$ cat config.mk
export PLATFORM = sky130hd
export DESIGN_NAME = cpu_fetch_unit
export DESIGN_NICKNAME = d
export VERILOG_FILES = /design/src/rtl/cpu_pkg.sv /design/src/rtl/fetch_offset_sext.sv /design/src/rtl/cpu_fetch_unit.sv
export SDC_FILE = /design/constraint.sdc
export NUM_CORES = 1
export LEC_CHECK = 0
export CORE_ASPECT_RATIO = 0.8
export CORE_MARGIN = 1
export CORE_UTILIZATION = 50
export CTS_CLUSTER_DIAMETER = 150
export CTS_CLUSTER_SIZE = 8
export DETAILED_ROUTE_END_ITERATION = 10
export PLACE_DENSITY = 0.86
export SYNTH_ARGS = -nofsm -noshare
export SYNTH_HDL_FRONTEND = slang
export SYNTH_SLANG_ARGS = --single-unit
$ cat constraint.sdc
create_clock -name clk -period 4.7 [get_ports clk]
set_input_delay 1.175 -clock clk [delete_from_list [all_inputs] [get_ports clk]]
set_output_delay 1.175 -clock clk [all_outputs]
set_load 0.005 [all_outputs]
$ cat src/rtl/cpu_pkg.sv
// Shared definitions for the CPU fetch unit: FSM encodings, IR field layout,
// offset field widths and the default reset PC.
package cpu_pkg;

  localparam logic [1:0] ST_FETCH = 2'd0;
  localparam logic [1:0] ST_EXEC  = 2'd1;
  localparam logic [1:0] ST_HALT  = 2'd2;

  localparam int OPC_MSB = 15;
  localparam int OPC_LSB = 11;

  localparam int OFF11_W = 11;
  localparam int OFF8_W  = 8;
  localparam int OFF5_W  = 5;

  localparam logic [15:0] DEFAULT_RESET_PC = 16'h0000;

endpackage

$ cat src/rtl/fetch_offset_sext.sv
// Sign-extends the IR offset field selected by the controller to 16 bits.
// Priority among selects is 11-bit > 8-bit > 5-bit; no select yields zero.
module fetch_offset_sext
  import cpu_pkg::*;
(
  input  logic [10:0] ir_low,
  input  logic        sel11,
  input  logic        sel8,
  input  logic        sel5,
  output logic [15:0] off16
);

  // Priority mux over the three sign-extended offset widths.
  always_comb begin
    off16 = 16'h0000;
    if (sel11) begin
      off16 = {{(16 - OFF11_W){ir_low[OFF11_W-1]}}, ir_low[OFF11_W-1:0]};
    end else if (sel8) begin
      off16 = {{(16 - OFF8_W){ir_low[OFF8_W-1]}}, ir_low[OFF8_W-1:0]};
    end else if (sel5) begin
      off16 = {{(16 - OFF5_W){ir_low[OFF5_W-1]}}, ir_low[OFF5_W-1:0]};
    end else begin
      off16 = 16'h0000;
    end
  end

endmodule

$ cat src/rtl/cpu_fetch_unit.sv
// Instruction fetch unit: FETCH/EXEC/HALT sequencing, PC and IR registers.
// Optional fetch-ack timeout enabled by defining FETCH_TIMEOUT_EN.
module cpu_fetch_unit
  import cpu_pkg::*;
#(
  parameter logic [15:0] RESET_PC       = DEFAULT_RESET_PC,
  parameter int          TIMEOUT_CYCLES = 16
) (
  input  logic        clk,
  input  logic        rst_n,
  output logic        imem_req,
  output logic [15:0] imem_addr,
  input  logic [15:0] imem_rdata,
  input  logic        imem_ack,
  input  logic        ldPC2,
  input  logic        ldPCz,
  input  logic        ldOff11to16,
  input  logic        ldOff8to16,
  input  logic        ldOff5to16,
  output logic [15:0] instr,
  output logic [4:0]  opcode,
  output logic [15:0] off16,
  output logic [15:0] pc,
  output logic        instr_valid,
  output logic        fetch_err
);

  logic [1:0]  state_r, state_s;
  logic [15:0] pc_r, pc_s;
  logic [15:0] ir_r, ir_s;
  logic        req_r, req_s;
  logic        valid_r, valid_s;
  logic [15:0] off16_s;
  logic [15:0] seq_pc_s;
  logic [15:0] branch_pc_s;
  logic        timeout_hit_s;

  fetch_offset_sext u_sext (
    .ir_low (ir_r[10:0]),
    .sel11  (ldOff11to16),
    .sel8   (ldOff8to16),
    .sel5   (ldOff5to16),
    .off16  (off16_s)
  );

  assign seq_pc_s    = pc_r + 16'd2;
  assign branch_pc_s = seq_pc_s + {off16_s[14:0], 1'b0};

`ifdef FETCH_TIMEOUT_EN
  logic [15:0] cnt_r;
  logic        err_r;

  assign timeout_hit_s = (state_r == ST_FETCH) && req_r && !imem_ack &&
                         (cnt_r == 16'(TIMEOUT_CYCLES - 1));

  // Counts unacknowledged request cycles; cleared outside an active fetch.
  always_ff @(posedge clk or negedge rst_n) begin
    if (!rst_n) begin
      cnt_r <= 16'h0000;
    end else if ((state_r == ST_FETCH) && req_r && !imem_ack) begin
      cnt_r <= cnt_r + 16'd1;
    end else begin
      cnt_r <= 16'h0000;
    end
  end

  // Sticky timeout flag, cleared only by reset.
  always_ff @(posedge clk or negedge rst_n) begin
    if (!rst_n) begin
      err_r <= 1'b0;
    end else if (timeout_hit_s) begin
      err_r <= 1'b1;
    end else begin
      err_r <= err_r;
    end
  end

  assign fetch_err = err_r;
`else
  logic [15:0] unused_timeout_s;

  assign unused_timeout_s = 16'(TIMEOUT_CYCLES);
  assign timeout_hit_s    = 1'b0;
  assign fetch_err        = 1'b0;
`endif

  // Next-state logic. req_r starts low out of reset so the first request
  // appears one cycle after rst_n deasserts; acks are ignored until then.
  always_comb begin
    state_s = state_r;
    pc_s    = pc_r;
    ir_s    = ir_r;
    req_s   = req_r;
    valid_s = 1'b0;
    case (state_r)
      ST_FETCH: begin
        if (!req_r) begin
          req_s = 1'b1;
        end else if (imem_ack) begin
          ir_s    = imem_rdata;
          state_s = ST_EXEC;
          req_s   = 1'b0;
          valid_s = 1'b1;
        end else if (timeout_hit_s) begin
          state_s = ST_HALT;
          req_s   = 1'b0;
        end else begin
          req_s = 1'b1;
        end
      end
      ST_EXEC: begin
        if (ldPCz) begin
          pc_s    = branch_pc_s;
          state_s = ST_FETCH;
          req_s   = 1'b1;
        end else if (ldPC2) begin
          pc_s    = seq_pc_s;
          state_s = ST_FETCH;
          req_s   = 1'b1;
        end else begin
          state_s = ST_HALT;
          req_s   = 1'b0;
        end
      end
      ST_HALT: begin
        req_s = 1'b0;
      end
      default: begin
        state_s = ST_HALT;
        req_s   = 1'b0;
      end
    endcase
  end

  // State, PC, IR and output registers.
  always_ff @(posedge clk or negedge rst_n) begin
    if (!rst_n) begin
      state_r <= ST_FETCH;
      pc_r    <= RESET_PC;
      ir_r    <= 16'h0000;
      req_r   <= 1'b0;
      valid_r <= 1'b0;
    end else begin
      state_r <= state_s;
      pc_r    <= pc_s;
      ir_r    <= ir_s;
      req_r   <= req_s;
      valid_r <= valid_s;
    end
  end

  assign imem_req    = req_r;
  assign imem_addr   = pc_r;
  assign pc          = pc_r;
  assign instr       = ir_r;
  assign opcode      = ir_r[OPC_MSB:OPC_LSB];
  assign off16       = off16_s;
  assign instr_valid = valid_r;

endmodule
==> flow_summary.yaml, run 1 <==
run_status:
  status: "finished, final reports clean"
layout:
  drive_gt1_share_pct: 12.1
  antenna_cells: 0
  final_common_cell: "clkdlybuf4s50_1"
  syn2layout_area_growth_pct: 31.9
  mostFrequentLayoutCells: "91 x clkdlybuf4s50_1, 35 x dfrtp_1, 21 x a21oi_1, 20 x nor2_1"
  layout.cells.non_filler: 465
  nets: 428
timing:
  finClkSkew_ps: 7.57
  worstMarginPinSlew_ps: 808
  fmax_mhz: 238
  grt_setup_unrepaired: "no"
  finalCritPeriodShare_pct: 89.4
  hold_viol: 0
  layout_min_cycle_time_ps: 4200
  setup_ws_ps: 497
  drv_slew: 0
  setup_violations: 0
  slew-limit-headroom_pct: 46.1
  tns_ps: 0
worst_setup_path:
  cp_common_cell: "nor3_1"
  worstRegToRegCells: 12
  crit_buf_inv: 2
  worstSetupPathType: "in -> reg"
  worst-path-stages: 13
  worst_path_largest_cell_delay_ps: 550
  cp-end-kind: "flip-flop"
  crit_fanout: 9
  crit_required_ps: 4880
  crit_family: "compound AO/OA/AOI/OAI gates"
  slowest_stage: "clkdlybuf4s50_1"
  arrival_ps: 4380
  critPathLaunchType: "input pin"
  critical_path.startpoint: "ldOff11to16"
  r2r_start: "imem_addr[1]"
  crit_chain: "clkdlybuf4s50_1 -> nor3_1 -> buf_4 -> nor2b_1 -> ha_1 -> fa_1 -> a211oi_1 -> nor4b_1 -> o31ai_1 -> o22ai_1 -> nor3_1 -> a211oi_2 -> xnor2_1"
cts:
  cts_tree: "done"
  cts_setup_buffers: 0
  root_buffer: "clkbuf_8"
  htreeDepth: 2
  path_clk_slew_ps: 80
  cts_made_buffers: 5
  cts_resized: 0
  cts_max_path_buffers: 2
  hold_buffers: 0
  clkSinkCount: 35
  clkLatencyLatePin_ps: 290
run:
  maxCapViolations: 0
power:
  max-vdd-ir-drop_mv: 0.349
  p_int_mw: 1.32
  p_clk_share_pct: 13.3
  pwr-share-seq_pct: 24.9
  p_leak_nw: 1.58
  power.switching_mw: 0.836
  comb_power_share_pct: 61.7
  swShare_pct: 38.7
  total_power_mw: 2.16
  power_density_nw_per_um2: 571
logic_synthesis:
  ys.flop_type: "dfrtp_1"
  synthArstFlopShare_pct: 100
  synth-edff-count: 0
  ys_types: 62
  synth-seq-cells: 35
  avgSynthCellArea_sq_um: 9.00
  syn_area_sq_um: 2870
  synth-seq-area-share_pct: 30.5
  synth_cells: 319
  ys_warn_count: 0
global_route:
  grt_pass1_wl_um: 12300
  grt_max_degree: 36
  antenna_found_initial: 0
  global_route.overflow_total: 0
  grt.total_usage_pct: 26.3
  first_global_vias: 2548
drt:
  drt_iter0_markers: 181
  detail-route-antenna-nets: 0
  wl_per_cell_um: 16.2
  via_per_inst: 5.75
  drc: 0
  drt_pass1_iterations: 5
  vias: 2673
  wl_um: 7510
worst_hold_path:
  min_from: "imem_addr[15]"
  hold_class: "reg -> reg"
  worstHoldPathCells: 1
floorplanning:
  fp.dieH_um: 69.8
  fp.dieArea_sq_um: 6050
  io_pins: 96
  initial_core_util_pct: 52.2
  coreArea_sq_um: 5500
  row_count: 24
  fp.dieW_um: 86.7
placement:
  dp_slack_ps: 269
  place_congestion: 0.883
  io_buffers: 92
  place_inst: 457
  hpwlAfterDp_um: 5510
## worst register-to-register path: stages (launching register included)
cell and delay (ps):
dfrtp_1 490, ha_1 280, nand3_1 180, nor2_1 310
xor2_1 170, ha_1 390, nand3_1 140, nor4b_1 380
o31ai_1 180, o22ai_1 270, nor3_1 120, a211oi_2 230
xnor2_1 140
## stage by stage
| stage | util (%) | instance area [sq um] | hold slack (ps) |
|---|---|---|---|
| 4_1_cts | 68.9 | 3790 | 505 |
| 6_report | 68.9 | 3790 | 495 |
| 3_3_place_gp | 66.8 | 3670 | 485 |
| 5_1_grt | 68.9 | 3790 | 520 |
| 3_5_place_dp | 66.8 | 3670 | 495 |
| 2_1_floorplan | - | 2880 | 490 |
## layout make-up
type / count / area (sq um)
clock buffer: 6 / 82.6
inverter: 14 / 52.6
clock inverter: 2 / 35.0
tap: 78 / 97.6
timing repair buffer: 98 / 961
sequential: 35 / 876
multi-input combinational: 232 / 1680
fill: 441 / 1710
## state kept, by name, indices dropped and copies added, names as in the netlist
name,count
instr,16
imem_req,1
state_r,2
imem_addr,15
instr_valid,1
## synthesized netlist by cell type (5+ instances only)
master / count / share of area, %
a21oi_1: 21 / 3.7
buf_4: 30 / 7.8
clkbuf_1: 5 / 0.65
dfrtp_1: 35 / 31
ha_1: 17 / 7.4
inv_1: 14 / 1.8
mux2_2: 14 / 5.5
nand2_1: 17 / 2.2
nand3_1: 16 / 2.8
nand4_1: 7 / 1.5
nor2_1: 20 / 2.6
nor2b_1: 6 / 1.3
o21ai_0: 13 / 2.3
o22ai_1: 7 / 1.5
xnor2_1: 14 / 4.3
xor2_1: 8 / 2.4
## metal layers
layer | up-vias | share of wire, % | global-route usage (%)
li1 | 1243 | - | -
met4 | 0 | 2.0 | 8.70
met2 | 160 | 45 | 41.4
met3 | 17 | 10 | 7.26
met1 | 1253 | 43 | 34.8
met5 | - | 0 | 0
## cells by family (layout without fill, tap and decap cells)
group           Yosys count  after routing  share of synthesized area (%)
buf+inv                  54            120                           11.2
xor+xnor                 22             22                           6.71
fa+ha+maj                18             18                           8.11
simple gates             98             98                           19.3
flops                    35             35                           30.5
compound gates           72             72                           16.7
other cells               1              3                          0.131
mux                      19             19                           7.41
## path summary, 6_finish.rpt
kind,slack [ps],to
hold reg to reg,500,imem_addr[15]
max in group asynchronous,3220,instr[10]
min in group asynchronous,970,imem_addr[10]
setup / recovery,500,imem_addr[15]
setup reg to reg,1360,imem_addr[15]
hold / removal,500,imem_addr[15]
## power groups by stage
| stage | clock [mW] | sequential (mW) | combinational (mW) |
|---|---|---|---|
| after floorplan | 0 | 0.526 | 0.798 |
| after global placement | 0 | 0.535 | 1.28 |
| after detailed placement | 0 | 0.543 | 1.31 |
| after CTS | 0.290 | 0.539 | 1.33 |
| after global routing | 0.303 | 0.556 | 1.46 |
| final | 0.287 | 0.539 | 1.33 |
No activity file was read; power rests on OpenSTA's default activity.
==> inputs of run 2 (changes only) <==
MAX_ROUTING_LAYER = met4   (was not set)
SLEW_MARGIN = 30   (was not set)
==> run 2 against run 1 <==
- via count decreased by 1.2%
- non-clock buffer count unchanged
- routed wire length decreased by 0.32%
- clock power about the same
- core utilization unchanged
- global-route usage increased by 0.78 points
- largest power group unchanged
- worst hold slack about the same
- sequential power about the same
- sequential cell count unchanged
- maximum frequency decreased by 0.84%
==> flow_summary.yaml, run 2 (synthesized netlist as in run 1, its figures left out) <==
cts:
  cts_max_path_buffers: 2
  cts_tree: "done"
  clkLatencyLatePin_ps: 290
  hold_buffers: 0
  cts_made_buffers: 5
  path_clk_slew_ps: 80
  htreeDepth: 2
  cts_setup_buffers: 0
  root_buffer: "clkbuf_8"
  clkSinkCount: 35
  cts_resized: 0
placement:
  dp_slack_ps: 269
  hpwlAfterDp_um: 5510
  place_congestion: 0.897
  io_buffers: 92
worst_setup_path:
  cp-end-kind: "flip-flop"
  crit_fanout: 9
  cp_common_cell: "nor3_1"
  rrSetupSlack_ps: 1300
  crit_chain: "clkdlybuf4s50_1 -> nor3_1 -> buf_4 -> nor2b_1 -> ha_1 -> fa_1 -> a211oi_1 -> nor4b_1 -> o31ai_1 -> o22ai_1 -> nor3_1 -> a211oi_2 -> xnor2_1"
  critPathLaunchType: "input pin"
  crit_required_ps: 4880
  arrival_ps: 4420
  slowest_stage: "clkdlybuf4s50_1"
  worstRegToRegCells: 12
  worstSetupPathType: "in -> reg"
  worst_path_largest_cell_delay_ps: 550
layout:
  finish.utilization_pct: 68.9
  syn2layout_area_growth_pct: 31.9
  largest_reg_flops: 16
  mostFrequentLayoutCells: "91 x clkdlybuf4s50_1, 35 x dfrtp_1, 21 x a21oi_1, 20 x nor2_1"
  antenna_cells: 0
  final_common_cell: "clkdlybuf4s50_1"
  drive_gt1_share_pct: 12.1
  nets: 428
power:
  pwr-share-seq_pct: 25.0
  p_clk_share_pct: 13.3
  total_power_mw: 2.16
  power.switching_mw: 0.832
  p_int_mw: 1.32
  p_leak_nw: 1.58
  max-vdd-ir-drop_mv: 0.349
  power_density_nw_per_um2: 570
  swShare_pct: 38.6
  comb_power_share_pct: 61.8
timing:
  worstMarginPinSlew_ps: 795
  hold_viol: 0
  layout_min_cycle_time_ps: 4240
  finalCritPeriodShare_pct: 90.2
  setup_ws_ps: 461
  setup_violations: 0
  tns_ps: 0
  fmax_mhz: 236
  drv_slew: 0
  grt_setup_unrepaired: "no"
  finClkSkew_ps: 6.69
  slew-limit-headroom_pct: 47.0
global_route:
  first_global_vias: 2550
  global_route.overflow_total: 0
  grt_max_degree: 36
  grt_pass1_wl_um: 12300
  grt.total_usage_pct: 27.1
  antenna_found_initial: 0
run_status:
  status: "finished, final reports clean"
drt:
  met2_length_um: 3420
  drt_pass1_iterations: 5
  vias: 2641
  wl_um: 7490
  drc: 0
  wl_met3_um: 610
  drt-met1-wl_um: 3300
  drt_iter0_markers: 182
  detail-route-antenna-nets: 0
  top_layer: "met4"
  wl_per_cell_um: 16.1
  via_per_inst: 5.68
floorplanning:
  coreArea_sq_um: 5500
  fp.dieW_um: 86.7
  row_count: 24
  fp.dieArea_sq_um: 6050
  fp.dieH_um: 69.8
  initial_core_util_pct: 52.2
  io_pins: 96
worst_hold_path:
  hold_class: "reg -> reg"
  worstHoldPathCells: 1
run:
  maxCapViolations: 0
-- run 2: final timing paths --
kind	startpoint	end
min in group asynchronous	rst_n	imem_addr[9]
max in group asynchronous	rst_n	instr[13]
min reg2reg	imem_addr[15]	imem_addr[15]
max	ldOff11to16	imem_addr[15]
min	imem_addr[15]	imem_addr[15]
max reg2reg	imem_addr[1]	imem_addr[15]
-- run 2: per-stage QoR --
step                hold slack (ps)  cells  cell area (sq um)
finish                          495    465               3790
global route                    520    465               3790
CTS                             505    465               3790
detailed placement              495    457               3670
global placement                485    457               3670
floorplan                       490    321               2880
-- run 2: final cells by class --
| cell class | instances | area [sq um] |
|---|---|---|
| clock buffer | 6 | 82.6 |
| multi-input combinational | 232 | 1680 |
| sequential | 35 | 876 |
| fill | 441 | 1710 |
| inverter | 14 | 52.6 |
| timing repair buffer | 98 | 961 |
| clock inverter | 2 | 35.0 |
| tap | 78 | 97.6 |
-- run 2: power by group through the flow --
stage                     Clock (mW)  Combinational [mW]  Sequential (mW)
after floorplan                    0               0.798            0.526
after global placement             0                1.28            0.535
after CTS                      0.290                1.33            0.539
after detailed placement           0                1.31            0.543
final                          0.286                1.33            0.539
after global routing           0.303                1.45            0.556
-- run 2: routing by layer --
| metal | vias to the layer above | track usage [%] |
|---|---|---|
| met5 | - | - |
| li1 | 1245 | - |
| met2 | 148 | 41.8 |
| met1 | 1231 | 35.8 |
| met4 | 0 | 8.70 |
| met3 | 17 | 5.36 |
-- run 2: critical path: cells and delay by family --
family,cells,cell delay (ps)
AOI/OAI and AO/OA,4,1010
and+or+nand+nor,4,740
buffers and inverters,2,720
adders and majority gates,2,630
xor gates and xnor gates,1,140
==> inputs of run 3 (changes only) <==
ABC_AREA = 1   (was not set)
HOLD_SLACK_MARGIN = 0.12   (was not set)
==> run 3 against run 2 <==
- die area up 0.17%
- clock skew grew 4.3 ps
- maximum frequency increased by 2.1%
- area after synthesis increased by 0.17%
- power grew 16%
- critical path type is now in -> out
- non-clock buffer count shrank 3
- critical endpoint is now off16[15]
==> flow_summary.yaml, run 3 <==
run_status:
  status: "finished, final reports clean"
layout:
  multi_input_area_sq_um: 1570
  mostFrequentLayoutCells: "139 x nand2_1, 92 x clkdlybuf4s50_1, 47 x inv_1, 37 x nor2_1, 35 x dfrtp_1"
  antenna_cells: 0
  final_common_cell: "nand2_1"
  drive_gt1_share_pct: 4.50
  seqCellArea_sq_um: 876
  largest_reg_flops: 16
  nets: 530
  nFillCells: 497
  layout.cells.non_filler: 567
  syn2layout_area_growth_pct: 30.4
cts:
  cts_made_buffers: 5
  clkLatencyLatePin_ps: 290
  path_clk_slew_ps: 70
  cts_tree: "done"
  htreeDepth: 2
  cts_max_path_buffers: 2
  cts_setup_buffers: 0
  hold_buffers: 0
  cts_resized: 0
  clkSinkCount: 35
  root_buffer: "clkbuf_8"
timing:
  setup_violations: 0
  tns_ps: 0
  finalCritPeriodShare_pct: 88.3
  finClkSkew_ps: 11.0
  worstMarginPinSlew_ps: 593
  fmax_mhz: 241
  layout_min_cycle_time_ps: 4150
  slew-limit-headroom_pct: 60.4
  hold_viol: 0
  drv_slew: 0
  grt_setup_unrepaired: "no"
drt:
  detail-route-antenna-nets: 0
  drt_pass1_iterations: 4
  via_per_inst: 4.94
  drt_iter0_markers: 140
  wl_um: 6950
  vias: 2802
  drc: 0
  wl_per_cell_um: 12.3
worst_setup_path:
  worstSetupPathType: "in -> out"
  crit_fanout: 12
  slowest_stage: "clkdlybuf4s50_1"
  crit_required_ps: 3520
  crit_chain: "clkdlybuf4s50_1 -> nor2_1 -> nand2_1 -> nand2_1 -> inv_1 -> nand2_1 -> clkdlybuf4s50_1"
  cp-end-kind: "primary output"
  critPathLaunchType: "input pin"
  r2r_start: "imem_addr[1]"
  cp_common_cell: "nand2_1"
  worst_path_largest_cell_delay_ps: 590
  arrival_ps: 2980
  critical_path.startpoint: "ldOff11to16"
worst_hold_path:
  hold_class: "reg -> reg"
  min_from: "imem_req"
floorplanning:
  coreArea_sq_um: 5500
  fp.dieArea_sq_um: 6060
  fp.dieW_um: 86.8
  row_count: 24
  initial_core_util_pct: 52.3
  io_pins: 96
  fp.dieH_um: 69.8
global_route:
  antenna_found_initial: 0
  grt.total_usage_pct: 26.0
  grt_pass1_wl_um: 12000
  first_global_vias: 2629
  grt_max_degree: 36
  global_route.overflow_total: 0
logic_synthesis:
  synthArstFlopShare_pct: 100
  ys_warn_count: 0
  synth-edff-count: 0
  synth_common_cells: "139 x nand2_1, 47 x inv_1, 37 x nor2_1"
  ys_types: 37
  synthTopCellsByArea: "dfrtp_1 30%, nand2_1 18%, ha_1 7.4%, buf_4 7.3%, inv_1 6.1%"
  synth-seq-cells: 35
  synth_cells: 421
  ys.flop_type: "dfrtp_1"
  yosysMostFrequentCell: "nand2_1"
  syn_area_sq_um: 2880
  avgSynthCellArea_sq_um: 6.83
  synth_top_area_cell: "dfrtp_1"
  synth_top_area_share_pct: 30.5
  synth-seq-area-share_pct: 30.5
power:
  total_power_mw: 2.51
  p_leak_nw: 1.88
  power_density_nw_per_um2: 670
  max-vdd-ir-drop_mv: 0.308
placement:
  io_buffers: 92
  place_congestion: 0.910
  place_inst: 559
  hpwlAfterDp_um: 5500
run:
  maxCapViolations: 0
[run 3: layer usage]
metal / GRT usage (%) / vias to the layer above / share of wire [%]
li1: - / 1426 / -
met1: 36.7 / 1266 / 48
met2: 37.6 / 102 / 43
met3: 6.67 / 8 / 7.8
met4: 5.37 / 0 / 1.1
met5: - / - / 0
[run 3: worst paths after layout]
kind / end / slack, ps / depth (start not counted)
worst min-delay path: imem_req / 500 / 1
min in group asynchronous: imem_addr[1] / 1300 / 2
worst max-delay path: off16[15] / 550 / 7
worst max register to register: imem_addr[14] / 1880 / 14
worst min register to register: imem_req / 500 / 1
max in group asynchronous: instr[14] / 3060 / 2
[run 3: cell families (layout without fill, tap and decap cells)]
logic type      Yosys count  after routing  share of synthesized area (%)
buf+inv                  84            150                           15.1
simple gates            221            221                           32.2
compound gates           49             49                           9.53
flops                    35             35                           30.5
fa+ha+maj                18             18                           8.09
other cells               1              3                          0.130
xor+xnor                 13             13                           4.48
[run 3: through the flow]
| stage | hold WS, ps | setup slack [ps] | instance area (sq um) | utilization, % |
|---|---|---|---|---|
| CTS | 507 | 512 | 3750 | 68.2 |
| detailed placement | 483 | 507 | 3670 | 66.7 |
| global route | 537 | 327 | 3750 | 68.2 |
| finish | 501 | 548 | 3750 | 68.2 |
| global placement | 479 | 550 | 3670 | 66.7 |
| floorplan | 471 | 1580 | 2880 | - |
[run 3: final cells by class]
type	count	area share, %
Clock inverter	1	0.134
Timing Repair Buffer	95	25.2
Tap cell	78	2.60
Inverter	47	4.71
Sequential cell	35	23.4
Clock buffer	7	2.04
Multi-Input combinational cell	304	42.0
[run 3: worst max-delay path: cells and delay by family]
family / cells / cell delay [ps]
AND/OR/NAND/NOR: 4 / 670
buffers and inverters: 3 / 1130
[run 3: where the power goes]
part           switching, mW  leakage [nW]  internal (mW)
Sequential             0.163         0.433          0.436
Combinational          0.842          1.40          0.856
Clock                  0.110        0.0422          0.104
